--- src/rtl/parity_serial_rx.sv ---
// Serial receiver for the XOR-parity link: deframes start / DATA_W data (LSB first) /
// parity / stop from an asynchronous idle-high line and flags parity and framing errors.
module parity_serial_rx #(
  parameter int DATA_W       = 8,
  parameter int CLKS_PER_BIT = 16,
  parameter int PARITY_ODD   = 0
) (
  input  logic              clk,
  input  logic              rst_n,
  input  logic              rxd,
  output logic [DATA_W-1:0] data_out,
  output logic              valid,
  output logic              parity_err,
  output logic              frame_err,
  output logic              busy
);

  localparam int TICK_W = (CLKS_PER_BIT > 1) ? $clog2(CLKS_PER_BIT) : 1;
  localparam int IDX_W  = $clog2(DATA_W + 1);
  localparam logic [TICK_W-1:0] TICK_LAST = TICK_W'(CLKS_PER_BIT - 1);
  localparam logic [TICK_W-1:0] HALF_LAST = TICK_W'(CLKS_PER_BIT / 2 - 1);
  localparam logic [IDX_W-1:0]  IDX_LAST  = IDX_W'(DATA_W - 1);
  localparam logic              PAR_INIT  = (PARITY_ODD != 0);

  typedef enum logic [2:0] {
    S_IDLE, S_START, S_DATA, S_PARITY, S_STOP, S_DONE
  } state_t;

  // Handshake: valid is a one-cycle pulse with no backpressure; data_out, parity_err
  // and frame_err describe the word only in the cycle valid is high.

  logic              sync1, rxs;
  state_t            state, state_n;
  logic [TICK_W-1:0] tick, tick_n;
  logic [IDX_W-1:0]  idx, idx_n;
  logic [DATA_W-1:0] shift, shift_n;
  logic              par, par_n;
  logic              perr, perr_n;
  logic [DATA_W-1:0] data_n;
  logic              valid_n, parity_err_n, frame_err_n;

  always_ff @(posedge clk or negedge rst_n) begin
    if (!rst_n) begin
      sync1      <= 1'b1;
      rxs        <= 1'b1;
      state      <= S_IDLE;
      tick       <= '0;
      idx        <= '0;
      shift      <= '0;
      par        <= 1'b0;
      perr       <= 1'b0;
      data_out   <= '0;
      valid      <= 1'b0;
      parity_err <= 1'b0;
      frame_err  <= 1'b0;
    end else begin
      sync1      <= rxd;
      rxs        <= sync1;
      state      <= state_n;
      tick       <= tick_n;
      idx        <= idx_n;
      shift      <= shift_n;
      par        <= par_n;
      perr       <= perr_n;
      data_out   <= data_n;
      valid      <= valid_n;
      parity_err <= parity_err_n;
      frame_err  <= frame_err_n;
    end
  end

  always_comb begin
    state_n      = state;
    tick_n       = tick;
    idx_n        = idx;
    shift_n      = shift;
    par_n        = par;
    perr_n       = perr;
    data_n       = data_out;
    valid_n      = 1'b0;
    parity_err_n = 1'b0;
    frame_err_n  = 1'b0;

    case (state)
      S_IDLE: begin
        tick_n = '0;
        if (!rxs) state_n = S_START;
      end
      // A low that has gone high again by mid start bit is treated as a glitch.
      S_START: begin
        if (tick == HALF_LAST) begin
          tick_n = '0;
          if (!rxs) begin
            state_n = S_DATA;
            idx_n   = '0;
            par_n   = PAR_INIT;
          end else begin
            state_n = S_IDLE;
          end
        end else begin
          tick_n = tick + 1'b1;
        end
      end
      S_DATA: begin
        if (tick == TICK_LAST) begin
          tick_n              = '0;
          shift_n             = shift >> 1;
          shift_n[DATA_W-1]   = rxs;
          par_n               = par ^ rxs;
          idx_n               = idx + 1'b1;
          if (idx == IDX_LAST) state_n = S_PARITY;
        end else begin
          tick_n = tick + 1'b1;
        end
      end
      S_PARITY: begin
        if (tick == TICK_LAST) begin
          tick_n  = '0;
          perr_n  = par ^ rxs;
          state_n = S_STOP;
        end else begin
          tick_n = tick + 1'b1;
        end
      end
      // The word is presented in the DONE cycle so busy still covers the valid pulse.
      S_STOP: begin
        if (tick == TICK_LAST) begin
          tick_n       = '0;
          valid_n      = 1'b1;
          data_n       = shift;
          parity_err_n = perr;
          frame_err_n  = ~rxs;
          state_n      = S_DONE;
        end else begin
          tick_n = tick + 1'b1;
        end
      end
      S_DONE: begin
        state_n = S_IDLE;
      end
      default: begin
        state_n = S_IDLE;
        tick_n  = '0;
      end
    endcase
  end

  assign busy = (state != S_IDLE);

endmodule

--- config.mk ---
export PLATFORM = sky130hd
export DESIGN_NAME = parity_serial_rx
export DESIGN_NICKNAME = d
export VERILOG_FILES = /design/src/rtl/parity_serial_rx.sv
export SDC_FILE = /design/constraint.sdc
export NUM_CORES = 1
export LEC_CHECK = 0
export CAP_MARGIN = 20
export CELL_PAD_IN_SITES_DETAIL_PLACEMENT = 0
export CELL_PAD_IN_SITES_GLOBAL_PLACEMENT = 1
export CORE_MARGIN = 10
export CORE_UTILIZATION = 48
export CTS_CLUSTER_SIZE = 24
export DETAILED_ROUTE_END_ITERATION = 8
export GPL_TIMING_DRIVEN = 0
export HOLD_SLACK_MARGIN = 0.06
export PLACE_DENSITY = 0.88
export SYNTH_ARGS = -nofsm -noshare
export SYNTH_HDL_FRONTEND = slang
export SYNTH_SLANG_ARGS = --single-unit
--- constraint.sdc ---
create_clock -name clk -period 4.9 [get_ports clk]
set_input_delay 0.49 -clock clk [delete_from_list [all_inputs] [get_ports clk]]
set_output_delay 0.49 -clock clk [all_outputs]
set_load 0.1 [all_outputs]
==> flow_summary.json, run 1 <==
{
  "end_kind": "output pin",
  "finalSetupViolCount": 0,
  "synth_top_family_by_area": "simple AND/OR/NAND/NOR gates",
  "hold_buffers": 0,
  "crit_path_max_fanout": 8,
  "overflow": 0,
  "numCtsBuffers": 5,
  "hold_viol_final": 0,
  "hp-class": "input port to asynchronous set/reset pin",
  "synthAdderAreaFrac_pct": 1.60,
  "yosysMostFrequentCell": "dfrtp_1",
  "synth_common_cells": "dfrtp_1, mux2_2, nand2_1, nor2_1, o21ai_1",
  "cpMaxStageDelayCell": "clkdlybuf4s50_1",
  "drtIter0Drc": 47,
  "dp.final_hpwl_um": 2100,
  "finalSetupTns_ns": 0,
  "drc": 0,
  "yosysSeqAreaShare_pct": 54.5,
  "viasPerCell": 5.44,
  "ioPinCount": 15,
  "grt_pass1_vias": 1085,
  "num_vias": 1104,
  "path_clk_slew_ns": 0.10,
  "p_leak_nw": 0.871,
  "p_per_area_nw_per_um2": 419,
  "syn_area_um2": 1570,
  "startpoint_type": "register",
  "synth_area_leaders": "dfrtp_1, mux2_2, dfstp_2",
  "path_cells": "inv_1 > nand2_1 > clkdlybuf4s50_1",
  "nets": 163,
  "synth_compound_area_share_pct": 12.1,
  "clock-skew-final_ns": 0.00468,
  "clockBufferDepth": 2,
  "grt_max_degree": 35,
  "syn_to_final_growth_pct": 16.0,
  "synth_seq_cells": 34,
  "synthSimpleGateAreaFrac_pct": 13.3,
  "crit_family": "buffers and inverters",
  "insertedDiodeCount": 0,
  "vdd_ir_drop_max_mv": 0.175,
  "die_w_um": 77.1,
  "clock_sinks": 34,
  "postLayoutCellArea_um2": 1820,
  "synth_xor_xnor_area_share_pct": 0.559,
  "dieArea_um2": 5950,
  "synth.avg_cell_area_um2": 11.4,
  "cap_violations": 0,
  "cts_root_buf": "clkbuf_4",
  "slew_headroom_pct": 34.2,
  "yosysTopAreaCell": "dfrtp_1",
  "tightest_slew_ns": 0.984,
  "synth_ff_type": "dfrtp_1",
  "outcome": "complete, no violations",
  "rows": 20,
  "synth_mux_area_share_pct": 12.1,
  "yosysTopAreaCellShare_pct": 51.1,
  "io_buffers": 14,
  "synth-async-reset-ratio_pct": 100,
  "required_ns": 4.41,
  "coreArea_um2": 3080,
  "post_cts_buffers": 0,
  "place_area_um2": 1760,
  "antenna_found_initial": 0,
  "cts_tree": "built",
  "arrival_ns": 2.17,
  "synth-edff-count": 0,
  "critPathBufInv": 2,
  "grt_pass1_wl_um": 5220,
  "netlist-cell-type-count": 38,
  "finalCritPeriodShare_pct": 54.3,
  "fin_crit_ns": 2.66,
  "cts.htree.levels": 2,
  "utilization_pct": 59.0,
  "routed_wl_um": 3000,
  "fillers": 280,
  "first_pass_iters": 4,
  "critPathMaxStageDelay_ns": 1.13,
  "ys_warn_count": 0,
  "path_class": "register to output pin",
  "avgRoutedWirePerCell_um": 14.8,
  "synth_fp_nets": 142,
  "fmax_mhz": 375,
  "die_h_um": 77.1,
  "slew_violations": 0,
  "synthCells": 137,
  "ctsResizeCount": 0,
  "gp_congestion": 0.867,
  "grt_use_total_pct": 10.8,
  "drive_gt1_share_pct": 23.3,
  "clkLatencyLatePin_ns": 0.33,
  "detail-route-antenna-nets": 0,
  "power.total_w": 0.000761,
  "rsz0062_at_grt": "no",
  "initial_core_util_pct": 50.9
}
[worst reg2reg max path, cell delays in order (launching register included)]
cell	delay [ns]
dfrtp_1	0.43
ha_1	0.25
and3_1	0.19
buf_2	0.15
nand3_1	0.12
buf_2	0.25
mux2_2	0.37
[report_power, final]
part / internal [W] / total [W] / switching, W
registers: 0.000318 / 0.000355 / 0.0000364
logic: 0.000103 / 0.000248 / 0.000145
clock network: 0.0000695 / 0.000158 / 0.0000889
[metrics by stage]
stage | hold slack, ns | worst slack, ns | cells
after detailed placement | 0.348 | 2.59 | 195
after floorplan | 0.194 | 3.18 | 137
after CTS | 0.216 | 2.20 | 203
after global routing | 0.232 | 2.10 | 203
after global placement | 0.346 | 2.62 | 195
final | 0.210 | 2.24 | 203
[kinds of logic (layout without fill, tap and decap cells)]
kind of cell | after synthesis | after routing
DFF | 34 | 34
muxes | 17 | 17
and+or+nand+nor | 41 | 41
adders and majority gates | 2 | 2
AOI/OAI and AO/OA | 29 | 29
buffers and inverters | 13 | 35
xor gates and xnor gates | 1 | 1
[registers in the layout (all words and copies together), names as in the netlist]
name,flops
shift,8
par,1
idx,4
state,3
sync1,1
perr,1
frame_err,1
data_out,8
tick,4
parity_err,1
rxs,1
valid,1
[final timing paths]
| kind | slack, ns | depth (start not counted) | end | from |
|---|---|---|---|---|
| worst max register to register | 3.04 | 6 | data_out[3] | tick[0] |
| worst min-delay path | 0.21 | 1 | data_out[4] | rst_n |
| worst max-delay path | 2.24 | 3 | busy | state[2] |
| max in group asynchronous | 4.23 | 1 | idx[2] | rst_n |
| worst min register to register | 0.36 | 0 | rxs | sync1 |
| min in group clk | 0.36 | 0 | rxs | sync1 |
[final cells by class]
class	count	area [um^2]	share of cell area (%)
multi-input cells	90	622	34.2
clock buffers	7	55.1	3.03
plain buffers	8	72.6	3.99
well taps	44	55.1	3.03
clock inverters	1	5.00	0.275
inverters	5	18.8	1.03
flip-flops and latches	34	853	47.0
repair buffers	14	135	7.44
[cells in the final DEF (no fill, tap or decap), drive strengths merged, types with 3 or more instances in the layout]
cell type,Yosys,routed
dfrtp,32,32
buf,7,8
nand4,3,3
clkdlybuf4s50,0,13
inv,5,5
o21ai,9,9
mux2,16,16
nor2,9,9
nand3,5,5
a21oi,5,5
clkbuf,1,8
nand2,13,13
[routing by layer]
metal	GRT usage, %	routed length, um	up-vias
li1	-	-	529
met1	11.6	1290	550
met2	17.6	1510	21
met3	5.71	161	4
met4	4.01	34	0
met5	0	0	-
Note: power is estimated with default switching activity, not from simulation.
==> inputs of run 2 (changes only) <==
--- a/config.mk
+++ b/config.mk
@@ -9,12 +9,12 @@
 export CELL_PAD_IN_SITES_DETAIL_PLACEMENT = 0
 export CELL_PAD_IN_SITES_GLOBAL_PLACEMENT = 1
 export CORE_MARGIN = 10
-export CORE_UTILIZATION = 48
+export CORE_UTILIZATION = 44
 export CTS_CLUSTER_SIZE = 24
 export DETAILED_ROUTE_END_ITERATION = 8
 export GPL_TIMING_DRIVEN = 0
 export HOLD_SLACK_MARGIN = 0.06
-export PLACE_DENSITY = 0.88
+export PLACE_DENSITY = 0.82
 export SYNTH_ARGS = -nofsm -noshare
 export SYNTH_HDL_FRONTEND = slang
 export SYNTH_SLANG_ARGS = --single-unit
==> constraint.sdc (replaced) <==
create_clock -name clk -period 2.7 [get_ports clk]
set_input_delay 0.27 -clock clk [delete_from_list [all_inputs] [get_ports clk]]
set_output_delay 0.27 -clock clk [all_outputs]
set_load 0.1 [all_outputs]
==> run 2 against run 1 <==
  * Total power increased by 80%
  * Combinational power increased by 81%
  * Critical path type unchanged
  * Global-route usage is 0.26 points lower
  * Largest power group unchanged
==> flow_summary.json, run 2 (same netlist as run 1, synthesis figures left out) <==
{
  "clkLatencyLatePin_ns": 0.34,
  "cpMaxStageDelayCell": "clkdlybuf4s50_1",
  "rows": 21,
  "fmax_mhz": 409,
  "fillers": 318,
  "clockBufferDepth": 2,
  "critPathMaxStageDelay_ns": 1.13,
  "crit_path_max_fanout": 10,
  "p_leak_nw": 0.864,
  "crit_cells": 4,
  "place_area_um2": 1760,
  "finalCritPeriodShare_pct": 90.6,
  "ctsResizeCount": 0,
  "insertedDiodeCount": 0,
  "fin_crit_ns": 2.45,
  "endpoint": "busy",
  "hp-class": "input port to register",
  "nets": 164,
  "crit_start": "state[1]",
  "grt_use_total_pct": 10.5,
  "r2r-start": "tick[0]",
  "hold_viol_final": 0,
  "drc": 0,
  "arrival_ns": 2.18,
  "cts_tree": "built",
  "critPathBufInv": 2,
  "outcome": "complete, no violations",
  "grt_pass1_vias": 1108,
  "first_pass_iters": 4,
  "ioPinCount": 15,
  "r2r_end": "data_out[1]",
  "path_cells": "buf_6 > nor2_1 > nand2_1 > clkdlybuf4s50_1",
  "gp_congestion": 0.828,
  "die_h_um": 79.7,
  "rsz0062_at_grt": "no",
  "reg.largest.list": "data_out x8, shift x8",
  "clock_sinks": 34,
  "grt_pass1_wl_um": 5290,
  "num_vias": 1100,
  "coreArea_um2": 3390,
  "r2r_slack_ns": 0.83,
  "syn_to_final_growth_pct": 16.5,
  "hold_buffers": 1,
  "dp.final_hpwl_um": 2080,
  "overflow": 0,
  "clock-skew-final_ns": 0.00873,
  "grt_max_degree": 35,
  "cts_root_buf": "clkbuf_4",
  "io_buffers": 14,
  "final_cell_mix": "dfrtp_1, mux2_2, nand2_1, clkdlybuf4s50_1, nor2_1",
  "path_class": "register to output pin",
  "p_per_area_nw_per_um2": 750,
  "routed_wl_um": 2970,
  "post_cts_buffers": 0,
  "final_common_cell": "dfrtp_1",
  "required_ns": 2.43,
  "finalSetupTns_ns": 0,
  "antenna_found_initial": 0,
  "numCtsBuffers": 5,
  "dieArea_um2": 6350,
  "drive_gt1_share_pct": 23.1,
  "ff2ff_path_depth": 6,
  "slew_headroom_pct": 34.2,
  "detail-route-antenna-nets": 0,
  "cts.htree.levels": 2,
  "end_kind": "output pin",
  "die_w_um": 79.7,
  "viasPerCell": 5.34,
  "cap_violations": 0,
  "path_clk_slew_ns": 0.10,
  "drtIter0Drc": 60,
  "crit_family": "buffers and inverters",
  "tightest_slew_ns": 0.984,
  "slew_violations": 0,
  "finalSetupViolCount": 0,
  "startpoint_type": "register",
  "initial_core_util_pct": 46.2,
  "postLayoutCellArea_um2": 1830,
  "avgRoutedWirePerCell_um": 14.4,
  "vdd_ir_drop_max_mv": 0.403
}
-- run 2: changes by cell type in the layout (fill, tap and decap cells not counted) --
cell           previous run  this run
dlygate4sd3_1             0         1
clkbuf_8                  2         1
clkinvlp_4                0         2
clkinv_2                  1         0
-- run 2: worst min-delay path by stage --
stage	to	cells past startpoint	slack, ns	startpoint
final	sync1	1	0.33	rxd
after global routing	sync1	1	0.30	rxd
after CTS	sync1	1	0.31	rxd
after detailed placement	rxs	0	0.35	sync1
after global placement	rxs	0	0.35	sync1
after floorplan	data_out[0]	0	-0.03	rst_n
-- run 2: layer usage --
metal	vias up	global-route usage [%]	routed length (um)
li1	537	-	-
met1	543	12.0	1310
met2	13	16.3	1430
met3	7	4.73	171
met4	0	5.38	50
met5	-	0	0
-- run 2: layout make-up --
type / count / area (um^2) / share of cell area (%)
Timing Repair Buffer: 15 / 145 / 7.95
Tap cell: 46 / 57.6 / 3.15
Clock inverter: 2 / 15.0 / 0.822
Sequential cell: 34 / 853 / 46.7
Buffer: 8 / 72.6 / 3.98
Inverter: 5 / 18.8 / 1.03
Multi-Input combinational cell: 90 / 622 / 34.1
Clock buffer: 6 / 41.3 / 2.26
-- run 2: power breakdown --
group / switching [W] / leakage (nW) / internal [W]
logic: 0.000262 / 0.385 / 0.000188
registers: 0.0000663 / 0.455 / 0.000578
clock network: 0.000175 / 0.0245 / 0.000102
total: 0.000503 / 0.864 / 0.000867
-- run 2: through the flow --
step	worst slack, ns	std cells	util (%)	hold WS (ns)	total power [W]
2_1_floorplan	1.02	137	-	-0.0256	0.000994
3_3_place_gp	0.619	197	52.0	0.346	0.00109
3_5_place_dp	0.631	197	51.9	0.355	0.00110
4_1_cts	0.227	206	53.9	0.309	0.00138
5_1_grt	0.155	206	53.9	0.301	0.00147
6_report	0.253	206	53.9	0.329	0.00137
==> inputs of run 3 (changes only) <==
--- a/config.mk
+++ b/config.mk
@@ -14,7 +14,7 @@
 export DETAILED_ROUTE_END_ITERATION = 8
 export GPL_TIMING_DRIVEN = 0
 export HOLD_SLACK_MARGIN = 0.06
-export PLACE_DENSITY = 0.82
+export PLACE_DENSITY = 0.78
 export SYNTH_ARGS = -nofsm -noshare
 export SYNTH_HDL_FRONTEND = slang
 export SYNTH_SLANG_ARGS = --single-unit
==> run 3 against run 2 <==
  * Hold slack better by 0.0047 ns
  * Non-clock buffer count stayed put
  * Sequential cell count is the same
  * Highest routed layer unchanged
  * Wire length is 2.1% higher
  * Critical endpoint unchanged
  * Sequential power hardly changed
==> flow_summary.json, run 3 (same netlist as run 1, synthesis figures left out) <==
{
  "numCtsBuffers": 5,
  "grt_most_used_layer": "met2",
  "arrival_ns": 2.20,
  "path_class": "register to output pin",
  "hold_path_depth": 1,
  "clockBufferDepth": 2,
  "internal-power_w": 0.000892,
  "sequentialPowerShare_pct": 46.2,
  "final_common_cell": "dfrtp_1",
  "slew_headroom_pct": 34.4,
  "routed_wl_um": 3030,
  "ctsResizeCount": 0,
  "p_leak_nw": 0.875,
  "rsz0062_at_grt": "no",
  "initial_core_util_pct": 46.2,
  "antenna_found_initial": 0,
  "clock_sinks": 34,
  "hold_viol_final": 0,
  "grt_use_total_pct": 10.3,
  "outcome": "complete, no violations",
  "vdd_ir_drop_max_mv": 0.312,
  "startpoint_type": "register",
  "slew_violations": 0,
  "place_area_um2": 1760,
  "reg.largest.list": "data_out x8, shift x8",
  "dp.final_hpwl_um": 2130,
  "r2r_slack_ns": 0.84,
  "switching_share_pct": 35.8,
  "ioPinCount": 15,
  "detail-route-antenna-nets": 0,
  "cts.htree.levels": 2,
  "p_per_area_nw_per_um2": 760,
  "finalCritPeriodShare_pct": 91.4,
  "fin_crit_ns": 2.47,
  "clkPwrFrac_pct": 21.2,
  "required_ns": 2.43,
  "final_cell_mix": "dfrtp_1, mux2_2, nand2_1, clkdlybuf4s50_1, nor2_1",
  "crit_path_max_fanout": 10,
  "globalRouteMet2Util_pct": 16.7,
  "syn_to_final_growth_pct": 16.8,
  "grt_max_degree": 35,
  "rows": 21,
  "die_w_um": 79.7,
  "grt_pass1_wl_um": 5200,
  "cpMaxStageDelayCell": "clkdlybuf4s50_1",
  "io_buffers": 14,
  "finalSetupTns_ns": 0,
  "met3_usage_pct": 4.95,
  "net-switching-power_w": 0.000498,
  "utilization_pct": 54.0,
  "ff2ff_path_depth": 6,
  "clock-skew-final_ns": 0.00670,
  "min_to": "sync1",
  "dieArea_um2": 6350,
  "gp_congestion": 0.830,
  "place_ws_ns": 0.607,
  "gr-usage-met1_pct": 11.2,
  "path_cells": "buf_6 > nor2_1 > nand2_1 > clkdlybuf4s50_1",
  "power_frac_comb_pct": 32.5,
  "end_kind": "output pin",
  "viasPerCell": 5.36,
  "clkLatencyLatePin_ns": 0.33,
  "critPathMaxStageDelay_ns": 1.13,
  "fmax_mhz": 405,
  "die_h_um": 79.7,
  "grt_pass1_vias": 1131,
  "hp-class": "input port to register",
  "finalSetupViolCount": 0,
  "drtIter0Drc": 67,
  "cts_root_buf": "clkbuf_4",
  "insertedDiodeCount": 0,
  "postLayoutCellArea_um2": 1830,
  "path_clk_slew_ns": 0.10,
  "num_vias": 1104,
  "r2r_end": "data_out[2]",
  "drc": 0,
  "coreArea_um2": 3390,
  "drive_gt1_share_pct": 23.1,
  "cts_tree": "built",
  "worstHoldStart": "rxd",
  "cap_violations": 0,
  "first_pass_iters": 4,
  "r2r-start": "tick[0]",
  "setup_slack_ns": 0.233,
  "tightest_slew_ns": 0.981,
  "overflow": 0,
  "nets": 164,
  "avgRoutedWirePerCell_um": 14.7
}
## run 3: what timing repair did
item	4_1_cts	5_1_grt
hold endpoints to repair	32	0
setup buffers	0	0
hold buffers	1	0
## run 3: worst max path at each step
| stage | start | to | cells past startpoint |
|---|---|---|---|
| final | state[1] | busy | 4 |
| after global routing | state[1] | busy | 4 |
| after global placement | state[1] | busy | 4 |
| after CTS | state[1] | busy | 4 |
| after detailed placement | state[1] | busy | 4 |
| after floorplan | tick[0] | data_out[0] | 6 |
## run 3: critical path: cells and delay by family, from the launching register on
kind | cells | cell delay (ns)
buffers and inverters | 2 | 1.29
flip-flops | 1 | 0.41
AND/OR/NAND/NOR | 2 | 0.16
## run 3: stage by stage
step / hold slack [ns] / power, W / std cells
floorplan: -0.0256 / 0.000994 / 137
global placement: 0.346 / 0.00109 / 197
detailed placement: 0.353 / 0.00111 / 197
CTS: 0.329 / 0.00140 / 206
global route: 0.312 / 0.00148 / 206
finish: 0.334 / 0.00139 / 206
## run 3: cell type report
cell class	count	area, um^2
well taps	46	57.6
repair buffers	15	145
flip-flops and latches	34	853
plain buffers	8	72.6
clock buffers	7	55.1
inverters	5	18.8
multi-input cells	90	622
fillers	317	1560
clock inverters	1	5.00
## run 3: metal layers
layer	vias to the layer above	share of wire [%]
li1	534	-
met1	547	43
met2	17	49
met3	6	6.5
met4	0	1.7
met5	-	0
## run 3: power groups by stage
stage | sequential (W) | combinational (W) | clock (W)
floorplan | 0.000634 | 0.000360 | 0
global placement | 0.000649 | 0.000444 | 0
detailed placement | 0.000652 | 0.000453 | 0
CTS | 0.000642 | 0.000457 | 0.000302
global route | 0.000654 | 0.000499 | 0.000326
finish | 0.000642 | 0.000452 | 0.000295
